### config.mk
export PLATFORM = sky130hd
export DESIGN_NAME = seg7_display_ctrl
export DESIGN_NICKNAME = d
export VERILOG_FILES = /design/src/rtl/seg7_display_ctrl.sv
export SDC_FILE = /design/constraint.sdc
export NUM_CORES = 1
export LEC_CHECK = 0
export BUFFER_PORTS_ARGS = -buffer_cell sky130_fd_sc_hd__buf_2
export CAP_MARGIN = 20
export CELL_PAD_IN_SITES_DETAIL_PLACEMENT = 1
export CELL_PAD_IN_SITES_GLOBAL_PLACEMENT = 1
export CORE_ASPECT_RATIO = 1.2
export CORE_UTILIZATION = 41
export CTS_CLUSTER_SIZE = 20
export DETAILED_ROUTE_END_ITERATION = 8
export GPL_ROUTABILITY_DRIVEN = 0
export HOLD_SLACK_MARGIN = 0.06
export MAX_ROUTING_LAYER = met4
export PLACE_DENSITY = 0.86
export SYNTH_ARGS = -nofsm -noshare
export SYNTH_HDL_FRONTEND = slang
export SYNTH_SLANG_ARGS = --single-unit
### constraint.sdc
create_clock -name clk -period 4.6 [get_ports clk]
set_input_delay 0.46 -clock clk [delete_from_list [all_inputs] [get_ports clk]]
set_output_delay 0.46 -clock clk [all_outputs]
set_load 0.02 [all_outputs]
### src/rtl/seg7_display_ctrl.sv
// -----------------------------------------------------------------------------
// seg7_display_ctrl
//
// Memory-mapped 32-bit seven-segment display register with a time-multiplexed
// scan of its 8 hex digits onto the board's shared segment lines.
//
// A CPU store (cs && we) loads the display register. The register is read back
// combinationally on rdata for the CPU read-data select path. A free-running
// scan counter holds each digit lit for SCAN_DIV cycles before the digit index
// advances (7 wraps to 0). The digit enables and segment lines are registered
// one cycle after the index and display register they are decoded from.
//
// Parameters:
//   SCAN_DIV  cycles each digit stays lit, legal range 1..2^24
//
// Ports:
//   clk    in   1   system clock, rising edge
//   rst    in   1   synchronous, active-high reset
//   cs     in   1   chip select; display register addressed this cycle
//   we     in   1   write enable from CPU store
//   wdata  in   32  write data; nibble i = digit i, digit 0 rightmost
//   rdata  out  32  current display register
//   an     out  8   digit enables, active-low; an[i] drives digit i
//   seg    out  8   segments, active-low; seg[7]=dp, seg[6:0]={g,f,e,d,c,b,a}
//
// Build option:
//   SEG7_LZ_BLANK_EN  when defined, leading-zero digits above digit 0 are
//                     blanked (seg=8'hFF) while an keeps stepping. When
//                     undefined, every digit is always displayed.
// -----------------------------------------------------------------------------
module seg7_display_ctrl #(
  parameter int unsigned SCAN_DIV = 100000
) (
  input  logic        clk,
  input  logic        rst,
  input  logic        cs,
  input  logic        we,
  input  logic [31:0] wdata,
  output logic [31:0] rdata,
  output logic [7:0]  an,
  output logic [7:0]  seg
);

  // SCAN_DIV=1 would give a zero-width counter; keep one bit that stays at 0.
  localparam int CNT_W = (SCAN_DIV > 1) ? $clog2(SCAN_DIV) : 1;
  localparam logic [CNT_W-1:0] CNT_MAX = CNT_W'(SCAN_DIV - 1);

  logic [31:0]      disp_reg, disp_next;
  logic [CNT_W-1:0] cnt_reg, cnt_next;
  logic [2:0]       idx_reg, idx_next;
  logic [7:0]       an_reg, an_next;
  logic [7:0]       seg_reg, seg_next;

  logic [3:0]       digit_nib [8];

  // Active-low hex decode, bit order {g,f,e,d,c,b,a}.
  function automatic logic [6:0] hex7(input logic [3:0] v);
    logic [6:0] s;
    case (v)
      4'h0: s = 7'h40;
      4'h1: s = 7'h79;
      4'h2: s = 7'h24;
      4'h3: s = 7'h30;
      4'h4: s = 7'h19;
      4'h5: s = 7'h12;
      4'h6: s = 7'h02;
      4'h7: s = 7'h78;
      4'h8: s = 7'h00;
      4'h9: s = 7'h10;
      4'hA: s = 7'h08;
      4'hB: s = 7'h03;
      4'hC: s = 7'h46;
      4'hD: s = 7'h21;
      4'hE: s = 7'h06;
      default: s = 7'h0E;
    endcase
    return s;
  endfunction

  genvar gi;
  generate
    for (gi = 0; gi < 8; gi++) begin : g_nib
      assign digit_nib[gi] = disp_reg[4*gi +: 4];
    end
  endgenerate

`ifdef SEG7_LZ_BLANK_EN
  // zero_above[i]: every nibble from digit i upward is zero, so digit i is a
  // leading zero. Digit 0 is never blanked so a zero value still shows "0".
  logic [7:0] zero_above;
  assign zero_above[0] = 1'b0;
  generate
    for (gi = 1; gi < 8; gi++) begin : g_lz
      assign zero_above[gi] = (disp_reg[31:4*gi] == '0);
    end
  endgenerate
`endif

  // Register write: only a selected store updates the display value.
  always_comb begin
    disp_next = disp_reg;
    if (cs && we) begin
      disp_next = wdata;
    end
  end

  // Scan timing: writes have no influence on the counter or digit index.
  always_comb begin
    cnt_next = cnt_reg + CNT_W'(1);
    idx_next = idx_reg;
    if (cnt_reg == CNT_MAX) begin
      cnt_next = '0;
      idx_next = idx_reg + 3'd1;
    end
  end

  // Output decode from the current registers; a write and a digit advance on
  // the same edge are therefore both visible in the next decode together.
  always_comb begin
    an_next  = ~(8'h01 << idx_reg);
    seg_next = {1'b1, hex7(digit_nib[idx_reg])};
`ifdef SEG7_LZ_BLANK_EN
    if (zero_above[idx_reg]) begin
      seg_next = 8'hFF;
    end
`endif
  end

  always_ff @(posedge clk) begin
    if (rst) begin
      disp_reg <= '0;
      cnt_reg  <= '0;
      idx_reg  <= '0;
      an_reg   <= 8'hFF;
      seg_reg  <= 8'hFF;
    end else begin
      disp_reg <= disp_next;
      cnt_reg  <= cnt_next;
      idx_reg  <= idx_next;
      an_reg   <= an_next;
      seg_reg  <= seg_next;
    end
  end

  assign rdata = disp_reg;
  assign an    = an_reg;
  assign seg   = seg_reg;

endmodule

# Word-level counts from Yosys, hierarchy flattened
# Memories as Yosys holds them, arrays and structs flattened. A register that Yosys moved wholly into a read port is not among the register bits.
# Cells that the tools add are included.
dict set report word_totals {
  n_memories 1
  out_inout_bits 48
  in_bits 36
  rom_bits 112
  register_bits 61
  wordCells 18
}
# name words width read_ports rd_ports_with_merged_regs wr line_no
set memory_table {}
lappend memory_table {{(name not given)} 16 7 1 1 0 59} ;# case (v)
dict set report classes {
  mux 3
  shifts 1
  order_cmp 1
  n_eq_ne 1
  addsub 2
  n_bitwise 2
  n_reduce_logical 2
}
# cell n
set ops {}
lappend ops {{17-bit by 1-bit adder with 17-bit output, second input constant} 1}
lappend ops {{17-bit == test, second input constant} 1}
lappend ops {{4-bit binary-select mux with 3-bit select} 1}
lappend ops {{4-bit 2-to-1 mux} 2}
lappend ops {{8-bit NOT} 1}
lappend ops {{1-bit by 3-bit left shift with 8-bit output, first input constant} 1}
lappend ops {{4-bit >= comparator, second input constant} 1}
lappend ops {{3-bit NOT with 4-bit output} 1}
lappend ops {{3-bit by 1-bit adder with 3-bit output, second input constant} 1}
lappend ops {{2-bit OR reduction} 1}
lappend ops {{1-bit logical AND} 1}

# Longest topological paths before layout
# Gate-level depths: netlist of the first run.
dict set report depth {
  ltp_word 4
  ltp_mapped 8
  mapped_depth_nobuf 7
}

# Worst setup path before layout of the first run
# Ideal clock, no wire load.
dict set report synth_path {
  kind {flip-flop to flip-flop}
  from {reg idx_reg[1]}
  to {reg seg_reg[0], in the netlist seg[0]}
  n_path_buf 1
  setup_ps 124
  path_slack_ps 2427
  stages_incl_launch_ff 8
  arrival_ps 2048
  synth_period_minus_slack_ps 2173
  t_required_ps 4476
  path_cell_list {dfxtp_1 -> buf_2 -> mux4_1 -> mux2_2 -> ha_1 -> a211o_1 -> o21ai_1 -> o21ai_1}
}
dict set report synth_via {
  elab_chain_len 4
}
# item line_no
set synth_rtl {}
lappend synth_rtl {{start, declared} 50} ;# logic [2:0] idx_reg, idx_next;
lappend synth_rtl {{start signal, assigned} 139} ;# idx_reg <= idx_next;
lappend synth_rtl {{3-bit NOT with 4-bit output (not written as such)} 121} ;# seg_next = {1'b1, hex7(digit_nib[idx_reg])};
lappend synth_rtl {{4-bit binary-select mux with 3-bit select} 121}
lappend synth_rtl {{4-bit 2-to-1 mux (not written as such) (2 in a row)} 121}
lappend synth_rtl {{end, declared} 52} ;# logic [7:0] seg_reg, seg_next;
# No other way between the ends. The select of a mux whose other input is x is not followed.
# A chain may end at the register's enable or synchronous reset.

# Worst setup path in the final report of the first run
dict set report layout_path {
  from {reg idx_reg[0]}
  to {reg seg_reg[4], in the netlist seg[4]}
}
# The elaborated chain is that of the path after synthesis.

==> impl_metrics.json, run 1 <==
{
  "status": "finished, final reports clean",
  "p_leak_nw": 1.57,
  "ys_async_sr_fraction_pct": 0,
  "final-max-slew-violation-count": 0,
  "skew_ps": 7.72,
  "place_hpwl_microns": 5970,
  "cp.arrival_ps": 2780,
  "cts.sinks": 67,
  "gr-total-overflow": 0,
  "yosysTopAreaCell": "dfxtp_1",
  "synth-seq-area-share_pct": 45.2,
  "layout_commonest_cell": "nand2_1",
  "cts.reportedPaths.clkPinSlew_ps": 70,
  "synth_area_leaders": "dfxtp_1 45%, nand2_1 11%, a21oi_1 5.7%",
  "remaining_drc_errors": 0,
  "clock_latency_ps": 350,
  "cts_buffer_depth": 2,
  "largest_reg_flops": 32,
  "antenna_found_initial": 0,
  "pin_count": 84,
  "maxCapViolations": 0,
  "synth-edff-count": 0,
  "cts_root_buffer": "clkbuf_8",
  "layout.area.seq_sq_mm": 0.00134,
  "first_iter_violations": 82,
  "die_y_microns": 95.2,
  "finalSetupViolations": 0,
  "min_period_over_period_pct": 55.0,
  "cp_cell_sequence": "mux4_1 -> mux2_2 -> inv_1 -> ha_1 -> mux2i_1 -> o221ai_1",
  "areaGrowthSynthToFinish_pct": 22.5,
  "syn_avg_cell_area_sq_um": 8.96,
  "firstDrtPassIters": 4,
  "worstPathRequired_ps": 4850,
  "wl_per_cell_microns": 16.4,
  "tightest_slew_ps": 759,
  "powerDensity_mw_per_mm2": 345,
  "syn_nets": 380,
  "routed_via_density": 5.25,
  "die_w_microns": 79.6,
  "grt_pass1_wl_microns": 13500,
  "critPathMaxFanout": 14,
  "cts_buffers": 9,
  "finalCriticalPeriod_ps": 2530,
  "cts.repair.resized": 0,
  "grt_max_degree": 41,
  "drive_gt1_share_pct": 26.4,
  "slowest_delay_ps": 740,
  "ys_warn_count": 0,
  "grt_pass1_vias": 2788,
  "ys_types": 45,
  "rsz0062_at_grt": "false",
  "grt_usage_pct": 24.7,
  "layout_common_cells": "84 x nand2_1, 82 x buf_2, 67 x dfxtp_1, 34 x a21oi_1, 28 x nor2_1",
  "end_kind": "register",
  "ant_nets": 0,
  "diodes": 0,
  "vias": 2623,
  "yosysTopAreaCellShare_pct": 45.2,
  "slowest_stage": "dfxtp_1",
  "postCtsSetupRepairBufs": 0,
  "hold_buffers": 0,
  "max_freq_ghz": 0.395,
  "rows": 33,
  "multi_input_area_sq_mm": 0.00150,
  "ir_worst_vdd_mv": 0.203,
  "timing.hold.ws_ps": 337,
  "port_buffers": 82,
  "cts_tree": "yes",
  "hold_path_class": "in -> reg",
  "start_util_pct": 43.0,
  "hold_violations": 0,
  "yosys_most_used_dff": "dfxtp_1",
  "htreeDepth": 3,
  "fin_tns_setup_ps": 0,
  "synthesis.area_sq_mm": 0.00297,
  "startpoint_type": "register",
  "critPathKind": "reg -> reg",
  "maxSlewHeadroom_pct": 49.4,
  "die-area_sq_mm": 0.00758,
  "nNetsFinal": 457,
  "syn_inst": 331,
  "core_area_sq_mm": 0.00690,
  "ys_ff_latch": 67,
  "wirelength_microns": 8190,
  "num-fill-cells": 845
}
## area by class of cell
class                   count  share of cell area [%]
inverters                   8                   0.827
well taps                  87                    3.00
clock buffers              12                    4.27
multi-input cells         238                    41.2
flip-flops and latches     67                    36.9
clock inverters             4                    1.34
repair buffers             84                    12.5
## cell usage after synthesis, drive strengths merged, types with 3 or more instances
master   n
a21oi   34
buf      6
xor2     9
xnor2    7
nand2   85
mux4     6
mux2     4
dfxtp   67
o21ai    4
nand3    7
nor3     3
ha      13
nor2    28
mux2i    8
clkbuf  12
o221ai   4
nand4    3
inv      8
## worst max-delay path, delay by kind of cell, from the launching register on
family                   cells  cell delay, ps
AO/OA/AOI/OAI                1             230
adder cells (fa/ha/maj)      1             260
buffers and inverters        1             150
flip-flops                   1             740
multiplexers                 3            1060
## path summary, 6_finish.rpt
kind | start | to | slack, ps | cells past startpoint
worst max-delay path | idx_reg[0] | seg[4] | 2070 | 6
worst min-delay path | wdata[18] | rdata[18] | 340 | 3
worst max register to register | idx_reg[0] | seg[4] | 2070 | 6
worst min register to register | cnt_reg[0] | cnt_reg[0] | 480 | 1
## metrics by stage
step	cell area (sq um)	std cells	util, %	power, mW	setup WS, ps
2_1_floorplan	2970	331	-	0.704	2430
3_3_place_gp	3390	482	49.1	0.748	2180
3_5_place_dp	3430	484	49.7	0.758	2110
4_1_cts	3630	500	52.7	1.26	2090
5_1_grt	3630	500	52.7	1.30	1910
6_report	3630	500	52.7	1.25	2070
## per-layer routing
| layer | track usage, % | part of all wire [%] |
|---|---|---|
| met5 | - | 0 |
| met4 | 12.4 | 3.2 |
| met3 | 5.07 | 4.4 |
| met2 | 42.1 | 50 |
| met1 | 27.1 | 42 |
## logic make-up (layout without fill, tap and decap cells)
kind of cell | Yosys count | after routing | share of synthesized area [%]
compound gates | 51 | 51 | 9.92
buf+inv | 26 | 108 | 4.35
simple gates | 139 | 139 | 20.2
xor+xnor | 16 | 16 | 4.73
other cells | 1 | 1 | 0.126
mux | 18 | 18 | 9.96
fa+ha+maj | 13 | 13 | 5.49
flops | 67 | 67 | 45.2
## where the power goes
group	total (mW)	leakage, nW	switching [mW]	internal (mW)
clock network	0.508	0.106	0.229	0.279
registers	0.617	0.547	0.0163	0.601
logic	0.128	0.919	0.0795	0.0488
(Power assumes the default switching activity.)
==> run 2: changes to the inputs <==
- CORE_UTILIZATION: 41 -> 34
- PLACE_DENSITY: 0.86 -> 0.77
- clock period: 4.6 -> 2 ns (I/O delays scaled with it)
==> run 2 against run 1 <==
Net effect:
- clock-buffer cell count is 1 lower
- sequential power is 130% higher
- sequential share of layout area is 0.82 points lower
- first-iteration DRC count is 34% higher
==> impl_metrics.json, run 2 (synthesized netlist as in run 1, its figures left out) <==
{
  "hold_path_class": "in -> reg",
  "holdPathStages": 3,
  "comb_power_share_pct": 11.6,
  "grt_usage_pct": 19.1,
  "drive_gt1_share_pct": 31.1,
  "critPathKind": "reg -> reg",
  "finalSetupViolations": 0,
  "grt_max_degree": 33,
  "powerDensity_mw_per_mm2": 708,
  "port_buffers": 82,
  "ir_worst_vdd_mv": 0.300,
  "num-fill-cells": 1034,
  "rsz0062_at_grt": "true",
  "worst_slack_ps": 45.2,
  "areaGrowthSynthToFinish_pct": 25.7,
  "rrSetupSlack_ps": 50,
  "end_kind": "register",
  "gr-total-overflow": 0,
  "switching_share_pct": 25.9,
  "tightest_slew_ps": 513,
  "cts_buffers": 9,
  "hold_buffers": 0,
  "cts.sinks": 67,
  "die-area_sq_mm": 0.00910,
  "largest_reg_flops": 32,
  "p_clk_share_pct": 34.7,
  "layout_common_cells": "83 x nand2_1, 82 x buf_2, 65 x dfxtp_1, 33 x a21oi_1, 28 x nor2_1",
  "antenna_found_initial": 0,
  "routed_via_density": 4.91,
  "core_area_sq_mm": 0.00829,
  "skew_ps": 10.2,
  "seqPwrFrac_pct": 53.7,
  "first_iter_violations": 110,
  "dp_worst_setup_slack_ps": -16.0,
  "cts_buffer_depth": 2,
  "fin_util_pct": 45.0,
  "maxCapViolations": 0,
  "diodes": 0,
  "power.net_switching_mw": 0.684,
  "start_util_pct": 35.8,
  "cp.arrival_ps": 2170,
  "rows": 36,
  "wl_per_cell_microns": 15.1,
  "final-max-slew-violation-count": 0,
  "max_freq_ghz": 0.512,
  "hold_violations": 0,
  "grt_pass1_vias": 2682,
  "timing.rr.end": "seg[0]",
  "grt_pass1_wl_microns": 12900,
  "remaining_drc_errors": 0,
  "finalCriticalPeriod_ps": 1950,
  "worstPathRequired_ps": 2210,
  "status": "finished, final reports clean",
  "firstDrtPassIters": 4,
  "cts_tree": "yes",
  "htreeDepth": 3,
  "nNetsFinal": 469,
  "worstHoldEndpoint": "rdata[10]",
  "vias": 2628,
  "ant_nets": 0,
  "hp-start": "wdata[10]",
  "wirelength_microns": 8090,
  "place_hpwl_microns": 6080,
  "cts.reportedPaths.clkPinSlew_ps": 70,
  "critPathMaxFanout": 7,
  "p_int_mw": 1.95,
  "startpoint_type": "register",
  "rr_worst_depth": 6,
  "p_leak_nw": 1.58,
  "die_w_microns": 87.3,
  "cts_root_buffer": "clkbuf_8",
  "rr_startpoint": "idx_reg[0]",
  "pin_count": 84,
  "min_period_over_period_pct": 97.7,
  "layout_commonest_cell": "nand2_1",
  "maxSlewHeadroom_pct": 65.8,
  "die_y_microns": 104,
  "clock_latency_ps": 340
}
[run 2: cell types whose count changed in the layout (fill, tap and decap cells not counted), moves of 2 or more]
cell / previous run / this run
dfxtp_1: 67 / 65
mux4_2: 1 / 5
mux4_1: 5 / 1
inv_4: 0 / 2
buf_4: 0 / 13
inv_1: 8 / 6
ha_4: 0 / 3
ha_1: 13 / 9
[run 2: layer usage]
metal  global-route usage (%)  vias to the layer above  share of wire [%]
met3                     4.21                       11                3.8
met2                     32.4                       59                 53
met5                        -                        -                  0
met1                     21.4                     1279                 42
li1                         -                     1279                  -
met4                     7.61                        0                1.6
[run 2: what timing repair did]
action | in CTS | in global routing
resized for setup | 2 | 8
pin swaps | 0 | 4
buffers inserted | 1 | 0
setup endpoints to repair | 2 | 7
[run 2: worst max path at each step]
stage / slack [ps] / cells past startpoint / endpoint / start
floorplan: -10 / 7 / seg[0] / idx_reg[1]
global route: -30 / 6 / seg[4] / idx_reg[1]
detailed placement: -20 / 5 / seg[3] / idx_reg[0]
global placement: 50 / 6 / seg[0] / idx_reg[0]
finish: 50 / 6 / seg[0] / idx_reg[0]
CTS: 10 / 6 / seg[0] / idx_reg[0]
[run 2: per-stage QoR]
step                total power, mW  hold WS, ps  cells  cell area [sq um]  TNS (ps)
floorplan                      1.62          336    331               2990     -13.2
detailed placement             1.75          449    522               3550     -16.0
global route                   2.77         88.1    535               3730     -71.7
global placement               1.74          442    522               3550         0
CTS                            2.67         81.4    535               3700         0
finish                         2.64         94.2    535               3730         0
[run 2: cell type report]
type,instances,area (sq um),share of cell area (%)
Clock buffer,11,141,3.79
Sequential cell,67,1350,36.1
Inverter,8,35.0,0.940
Timing Repair Buffer,96,528,14.2
Multi-Input combinational cell,238,1530,41.0
Clock inverter,1,5.00,0.134
Tap cell,114,143,3.83
[run 2: critical path, cell delays in order, from the launching register on]
cell and delay, ps:
dfxtp_4 400, mux4_2 520, mux2_4 340, ha_4 190, a211o_1 230, o21ai_1 80
o21ai_1 70
[run 2: power groups by stage]
stage	clock (mW)	combinational, mW	sequential, mW
final	0.916	0.307	1.42
after global routing	1.01	0.336	1.42
after CTS	0.949	0.304	1.42
after detailed placement	0	0.302	1.45
after global placement	0	0.294	1.44
after floorplan	0	0.133	1.49
